File: config.mk
export PLATFORM = sky130hd
export DESIGN_NAME = timer_ctrl
export DESIGN_NICKNAME = d
export VERILOG_FILES = /design/src/rtl/timer_ctrl_pkg.sv /design/src/rtl/timer_prescale_cnt.sv /design/src/rtl/timer_ctrl.sv
export SDC_FILE = /design/constraint.sdc
export NUM_CORES = 1
export LEC_CHECK = 0
export CORE_MARGIN = 2
export CORE_UTILIZATION = 45
export DETAILED_ROUTE_END_ITERATION = 8
export PLACE_DENSITY = 0.76
export SYNTH_ARGS = -nofsm -noshare
export SYNTH_HDL_FRONTEND = slang
export SYNTH_SLANG_ARGS = --single-unit
File: constraint.sdc
create_clock -name clk -period 2 [get_ports clk]
set_input_delay 0.3 -clock clk [delete_from_list [all_inputs] [get_ports clk]]
set_output_delay 0.3 -clock clk [all_outputs]
set_load 0.01 [all_outputs]
File: src/rtl/timer_ctrl_pkg.sv
// timer_ctrl_pkg
//   Shared definitions for the cascaded prescaler + down-counter timer:
//   FSM state encoding (also the external state_o encoding) and the
//   default geometry used by timer_ctrl and timer_prescale_cnt.
package timer_ctrl_pkg;

    localparam int unsigned PRESC_W_DEF   = 4;
    localparam int unsigned PRESC_MAX_DEF = 12;
    localparam int unsigned CNT_W_DEF     = 4;

    typedef enum logic [1:0] {
        ST_IDLE  = 2'd0,
        ST_RUN   = 2'd1,
        ST_PAUSE = 2'd2,
        ST_DONE  = 2'd3
    } state_e;

endpackage

File: src/rtl/timer_prescale_cnt.sv
// timer_prescale_cnt
//   Mod-(PRESC_MAX+1) prescaler register for the timer datapath.
// Ports
//   clk     in   sole clock, posedge
//   rst     in   synchronous active-high reset (prescaler -> 0)
//   en      in   advance the prescaler this edge (wraps to 0 at PRESC_MAX)
//   clr     in   force prescaler to 0 this edge (overrides en)
//   term_o  out  prescaler currently holds PRESC_MAX
module timer_prescale_cnt #(
    parameter int unsigned PRESC_W   = 4,
    parameter int unsigned PRESC_MAX = 12
) (
    input  logic clk,
    input  logic rst,
    input  logic en,
    input  logic clr,
    output logic term_o
);

    localparam logic [PRESC_W-1:0] TERM_VAL = PRESC_W'(PRESC_MAX);

    logic [PRESC_W-1:0] presc_q;
    logic [PRESC_W-1:0] presc_d;

    always_comb begin
        term_o = (presc_q == TERM_VAL);
    end

    always_comb begin
        presc_d = presc_q;
        if (clr) begin
            presc_d = '0;
        end else if (en) begin
            presc_d = term_o ? '0 : presc_q + PRESC_W'(1);
        end
    end

    always_ff @(posedge clk) begin
        if (rst) begin
            presc_q <= '0;
        end else begin
            presc_q <= presc_d;
        end
    end

endmodule

File: src/rtl/timer_ctrl.sv
// timer_ctrl
//   Sequencer for the cascaded prescaler + down-counter timer. Provides
//   start/stop/pause control, loadable count, one-shot/periodic modes and
//   tick/done pulses. Sole owner of the prescaler and down counter.
// Ports
//   clk, rst   sole clock (posedge); synchronous active-high reset
//   start      load load_val and run (restarts if already running)
//   stop       abort to IDLE, count/prescaler hold
//   pause      level; hold the timer while high
//   periodic   auto-reload at terminal count (sampled in DONE)
//   load_val   initial / reload count
//   count_out  current down-counter value
//   busy       state is RUN or PAUSE
//   tick       1-cycle pulse, cycle after each decrement
//   done       high exactly while in DONE
//   state_o    IDLE=0 RUN=1 PAUSE=2 DONE=3
// Build option TIMER_CTRL_IRQ_STICKY_EN adds
//   irq        sticky completion flag, set after DONE
//   irq_clr    clears irq (a coincident set wins)
module timer_ctrl
    import timer_ctrl_pkg::*;
#(
    parameter int unsigned PRESC_W   = PRESC_W_DEF,
    parameter int unsigned PRESC_MAX = PRESC_MAX_DEF,
    parameter int unsigned CNT_W     = CNT_W_DEF
) (
    input  logic             clk,
    input  logic             rst,
    input  logic             start,
    input  logic             stop,
    input  logic             pause,
    input  logic             periodic,
    input  logic [CNT_W-1:0] load_val,
    output logic [CNT_W-1:0] count_out,
    output logic             busy,
    output logic             tick,
    output logic             done,
    output logic [1:0]       state_o
`ifdef TIMER_CTRL_IRQ_STICKY_EN
    ,
    output logic             irq,
    input  logic             irq_clr
`endif
);

    state_e           state_q, state_d;
    logic [CNT_W-1:0] count_q, count_d;
    logic             tick_q, tick_d;
    logic             presc_en, presc_clr, presc_term;

    timer_prescale_cnt #(
        .PRESC_W   (PRESC_W),
        .PRESC_MAX (PRESC_MAX)
    ) u_presc (
        .clk    (clk),
        .rst    (rst),
        .en     (presc_en),
        .clr    (presc_clr),
        .term_o (presc_term)
    );

    // State register
    always_ff @(posedge clk) begin
        if (rst) begin
            state_q <= ST_IDLE;
            count_q <= '0;
            tick_q  <= 1'b0;
        end else begin
            state_q <= state_d;
            count_q <= count_d;
            tick_q  <= tick_d;
        end
    end

    // Next-state and datapath control
    always_comb begin
        state_d   = state_q;
        count_d   = count_q;
        tick_d    = 1'b0;
        presc_en  = 1'b0;
        presc_clr = 1'b0;
        if (stop) begin
            state_d = ST_IDLE;
        end else if (start) begin
            count_d   = load_val;
            presc_clr = 1'b1;
            state_d   = (load_val == '0) ? ST_DONE : ST_RUN;
        end else begin
            unique case (state_q)
                ST_IDLE: ;
                // A PAUSE edge with pause low already counts, so the total
                // delay added equals the number of edges pause was high.
                ST_RUN, ST_PAUSE: begin
                    if (pause) begin
                        state_d = ST_PAUSE;
                    end else begin
                        state_d  = ST_RUN;
                        presc_en = 1'b1;
                        if (presc_term) begin
                            tick_d = 1'b1;
                            if (count_q <= CNT_W'(1)) begin
                                count_d = '0;
                                state_d = ST_DONE;
                            end else begin
                                count_d = count_q - CNT_W'(1);
                            end
                        end
                    end
                end
                ST_DONE: begin
                    if (periodic) begin
                        count_d   = load_val;
                        presc_clr = 1'b1;
                        state_d   = (load_val == '0) ? ST_DONE : ST_RUN;
                    end else begin
                        state_d = ST_IDLE;
                    end
                end
                default: state_d = ST_IDLE;
            endcase
        end
    end

    // Outputs
    always_comb begin
        count_out = count_q;
        tick      = tick_q;
        busy      = (state_q == ST_RUN) || (state_q == ST_PAUSE);
        done      = (state_q == ST_DONE);
        state_o   = state_q;
    end

`ifdef TIMER_CTRL_IRQ_STICKY_EN
    logic irq_q, irq_d;

    // Set from the DONE cycle itself, so a clear in that cycle loses.
    always_comb begin
        irq_d = (state_q == ST_DONE) || (irq_q && !irq_clr);
        irq   = irq_q;
    end

    always_ff @(posedge clk) begin
        if (rst) begin
            irq_q <= 1'b0;
        end else begin
            irq_q <= irq_d;
        end
    end
`endif

endmodule

==> impl_summary.log <==
[metrics] cell-by-cell listing of the critical path: ha_1 > clkdlybuf4s50_1
[metrics] Critical Path Source Type: flop
[metrics] sequential share of power: 45.0%
[metrics] Yosys cell types: 28
[metrics] average footprint of a synthesized cell: 8.82 µm²
[metrics] Die Width: 42.9 µm
[metrics] number of instances in the synthesized netlist: 77
[metrics] total iterations of the first detailed-routing run: 4
[metrics] Switching Power: 0.000156 W
[metrics] HPWL Detailed: 1.16 mm
[metrics] area overhead of the layout relative to synthesis: 34.4%
[metrics] actual slew at the worst max-slew pin: 420 ps
[metrics] worst endpoint required time: 1700 ps
[metrics] Synth Warn #: 0
[metrics] Clock Skews: 8.22 ps
[metrics] gr usage total: 18.8%
[metrics] final weighted congestion in routability-driven placement: 0.828
[metrics] Port Buf Inserts: 18
[metrics] most numerous cell in the Yosys netlist: sky130_fd_sc_hd__nor2_1
[metrics] setup repair after global routing missed its margin: no
[metrics] Die H: 42.9 µm
[metrics] root buffer cell: sky130_fd_sc_hd__clkbuf_4
[metrics] leading post-synthesis cells by instance count: sky130_fd_sc_hd__nor2_1 (13), sky130_fd_sc_hd__dfxtp_1 (11), sky130_fd_sc_hd__a21oi_1 (7)
[metrics] crit path capture type: primary output
[metrics] Post-synth EDFFs: 0
[metrics] Cell Rows: 14
[metrics] post-synthesis cell area: 679 µm²
[metrics] critical path start-end classification: flop to primary output
[metrics] clock transition at the register clock pins on the worst setup and hold paths after CTS: 80 ps
[metrics] layout cell share with drive strength beyond 1: 10.0%
[metrics] antenna violations before repair: 0
[metrics] Total Wirelength: 1.51 mm
[metrics] TritonCTS buffer count: 3
[metrics] relative max-transition margin: 72.0%
[metrics] path category of the worst min-delay check: flop to flop
[metrics] Vias per Instance: 5.44
[metrics] TritonCTS clock tree: yes
[metrics] Clk pwr share: 29.6%
[metrics] Yosys top cell area share: 32.4%
[metrics] number of stages on the worst hold path: 2
[metrics] Comb pwr share: 25.3%
[metrics] Initial Util: 46.7%
[metrics] static power due to leakage: 0.383 nW
[metrics] fraction of power spent switching nets: 29.4%
[metrics] num ports: 19
[metrics] Vias: 631
[metrics] Post-CTS Setup Repair Bufs: 0
[metrics] library cell with the largest summed area after synthesis: sky130_fd_sc_hd__dfxtp_1
[metrics] share of the clock period used by the worst path after layout: 95.6%
[metrics] largest net degree at the start of global routing: 9
[metrics] Post-layout nets: 116
[metrics] die footprint: 0.00184 mm²
[metrics] fin. max-slew vios: 0
[metrics] vias in the first global route: 607
[metrics] slowest cell on the critical path: sky130_fd_sc_hd__clkdlybuf4s50_1
[metrics] WL per Instance: 13.0 µm
[metrics] Diodes inserted: 0
[metrics] sum of overflow across all layers after global routing: 0
[metrics] sequential element share of the synthesized area: 32.4%
[metrics] CTS hold repair buffers: 0
[metrics] dominant synthesized flop cell: sky130_fd_sc_hd__dfxtp_1
[metrics] critical path data arrival time: 1610 ps
[metrics] worst ir drop on vdd: 0.420 mV
[metrics] post-synthesis async set-or-reset flop share: 0%
[metrics] power per cell area: 584 mW/mm²
[metrics] DRC Markers: 0
[metrics] post-route worst hold slack: 532 ps
[metrics] critical-path maximum fanout: 8
[metrics] cell types with the largest area share after synthesis: sky130_fd_sc_hd__dfxtp_1 (32%), sky130_fd_sc_hd__ha_1 (9.2%), sky130_fd_sc_hd__nor2_1 (7.2%)
[metrics] timing-limited maximum frequency: 0.523 GHz
[metrics] synthesized netlist net count: 92
[metrics] max capacitance violation total: 0
[metrics] Final Setup Violations: 0
[metrics] Power Internal: 0.000377 W
[metrics] worst reg2reg path depth: 5
[metrics] min cycle time layout: 1910 ps
[metrics] area of the core: 0.00145 mm²
[metrics] wire length of the first global-routing pass: 2.57 mm
[metrics] htree depth: 1
[metrics] number of fillers in the final layout: 138
[metrics] remaining antenna violation count after routing: 0
[metrics] maximum buffer depth of the clock tree: 2
[metrics] run status: completed
[metrics] FF+latch count, synth: 11
[metrics] DRT iter0 DRCs: 11
[metrics] insertion delay of the later-clocked pin in the worst-skew pair: 280 ps
[metrics] delay of the slowest critical-path stage: 580 ps
[metrics] Final Hold Violating Endpoints: 0
[metrics] sum of negative setup slack: 0 ps
[metrics] # clock sinks: 11
[metrics] CTS-repair resized insts: 0
==> flip-flops by register name, summed over array words and instances (netlist names) <==
name / flops
state_o: 2
tick: 1
count_out: 4
u_presc.presc_q: 4
==> cells by family (layout without fill, tap and decap cells) <==
logic type | after synthesis | count (layout) | share of synthesized area [%]
and+or+nand+nor | 29 | 29 | 25.8
AOI/OAI and AO/OA | 22 | 22 | 23.2
DFF | 11 | 11 | 32.4
adders and majority gates | 5 | 5 | 9.21
buffers and inverters | 5 | 28 | 2.76
xor gates and xnor gates | 4 | 4 | 5.16
muxes | 1 | 1 | 1.47
==> power groups by stage <==
stage | clock, W | combinational (W) | sequential [W]
2_1_floorplan | 0 | 0.0000706 | 0.000246
5_1_grt | 0.000174 | 0.000149 | 0.000241
6_report | 0.000158 | 0.000135 | 0.000240
4_1_cts | 0.000164 | 0.000136 | 0.000240
3_5_place_dp | 0 | 0.000134 | 0.000244
3_3_place_gp | 0 | 0.000132 | 0.000245
==> per-stage QoR <==
stage | setup WS, ps | util, % | instances | instance area (µm²) | power [W]
final | 88.0 | 62.8 | 116 | 913 | 0.000533
after global routing | 13.8 | 62.8 | 116 | 913 | 0.000564
after CTS | 80.8 | 62.8 | 116 | 913 | 0.000540
after detailed placement | 120 | 61.0 | 112 | 887 | 0.000378
after global placement | 173 | 61.0 | 112 | 887 | 0.000377
after floorplan | 378 | - | 77 | 679 | 0.000317
==> final cells by class <==
type	instances	area, µm²	share of cell area, %
Multi-Input combinational cell	61	440	48.2
Tap cell	16	20.0	2.19
Timing Repair Buffer	19	188	20.5
Sequential cell	11	220	24.1
Inverter	5	18.8	2.05
Clock buffer	4	26.3	2.88
==> routing by layer <==
| layer | GRT usage, % | share of wire, % | wire length, µm | vias up |
|---|---|---|---|---|
| met5 | 0 | 0 | 0 | - |
| met4 | 3.75 | 1.4 | 21 | 0 |
| met3 | 9.36 | 4.6 | 69 | 5 |
| met2 | 31.2 | 50 | 751 | 11 |
| met1 | 21.8 | 44 | 663 | 293 |
| li1 | - | - | - | 322 |
==> worst paths after layout <==
path / slack (ps) / from / to
worst max-delay path: 90 / state_o[0]$_SDFFE_PP0P_ / busy
worst min-delay path: 530 / count_out[2]$_SDFFE_PP0P_ / count_out[2]$_SDFFE_PP0P_
worst max register to register: 290 / state_o[0]$_SDFFE_PP0P_ / count_out[0]$_SDFFE_PP0P_
worst min register to register: 530 / count_out[2]$_SDFFE_PP0P_ / count_out[2]$_SDFFE_PP0P_
==> placed cells by master (no fill, tap or decap), drive strengths merged, types with 2 or more instances in the layout <==
cell type	netlist	layout
xor2	3	3
nor2	13	13
clkbuf	0	4
a211oi	4	4
or2	2	2
dfxtp	11	11
clkdlybuf4s50	0	18
nand2	4	4
ha	5	5
o21ai	4	4
nand2b	3	3
a21oi	7	7
inv	5	5
==> worst max-delay path, delay by kind of cell, from the launching register on <==
| kind | cells | cell delay, ps |
|---|---|---|
| fa+ha+maj | 1 | 420 |
| buf+inv | 1 | 580 |
| flops | 1 | 330 |
Note: power is estimated with default switching activity, not from simulation.
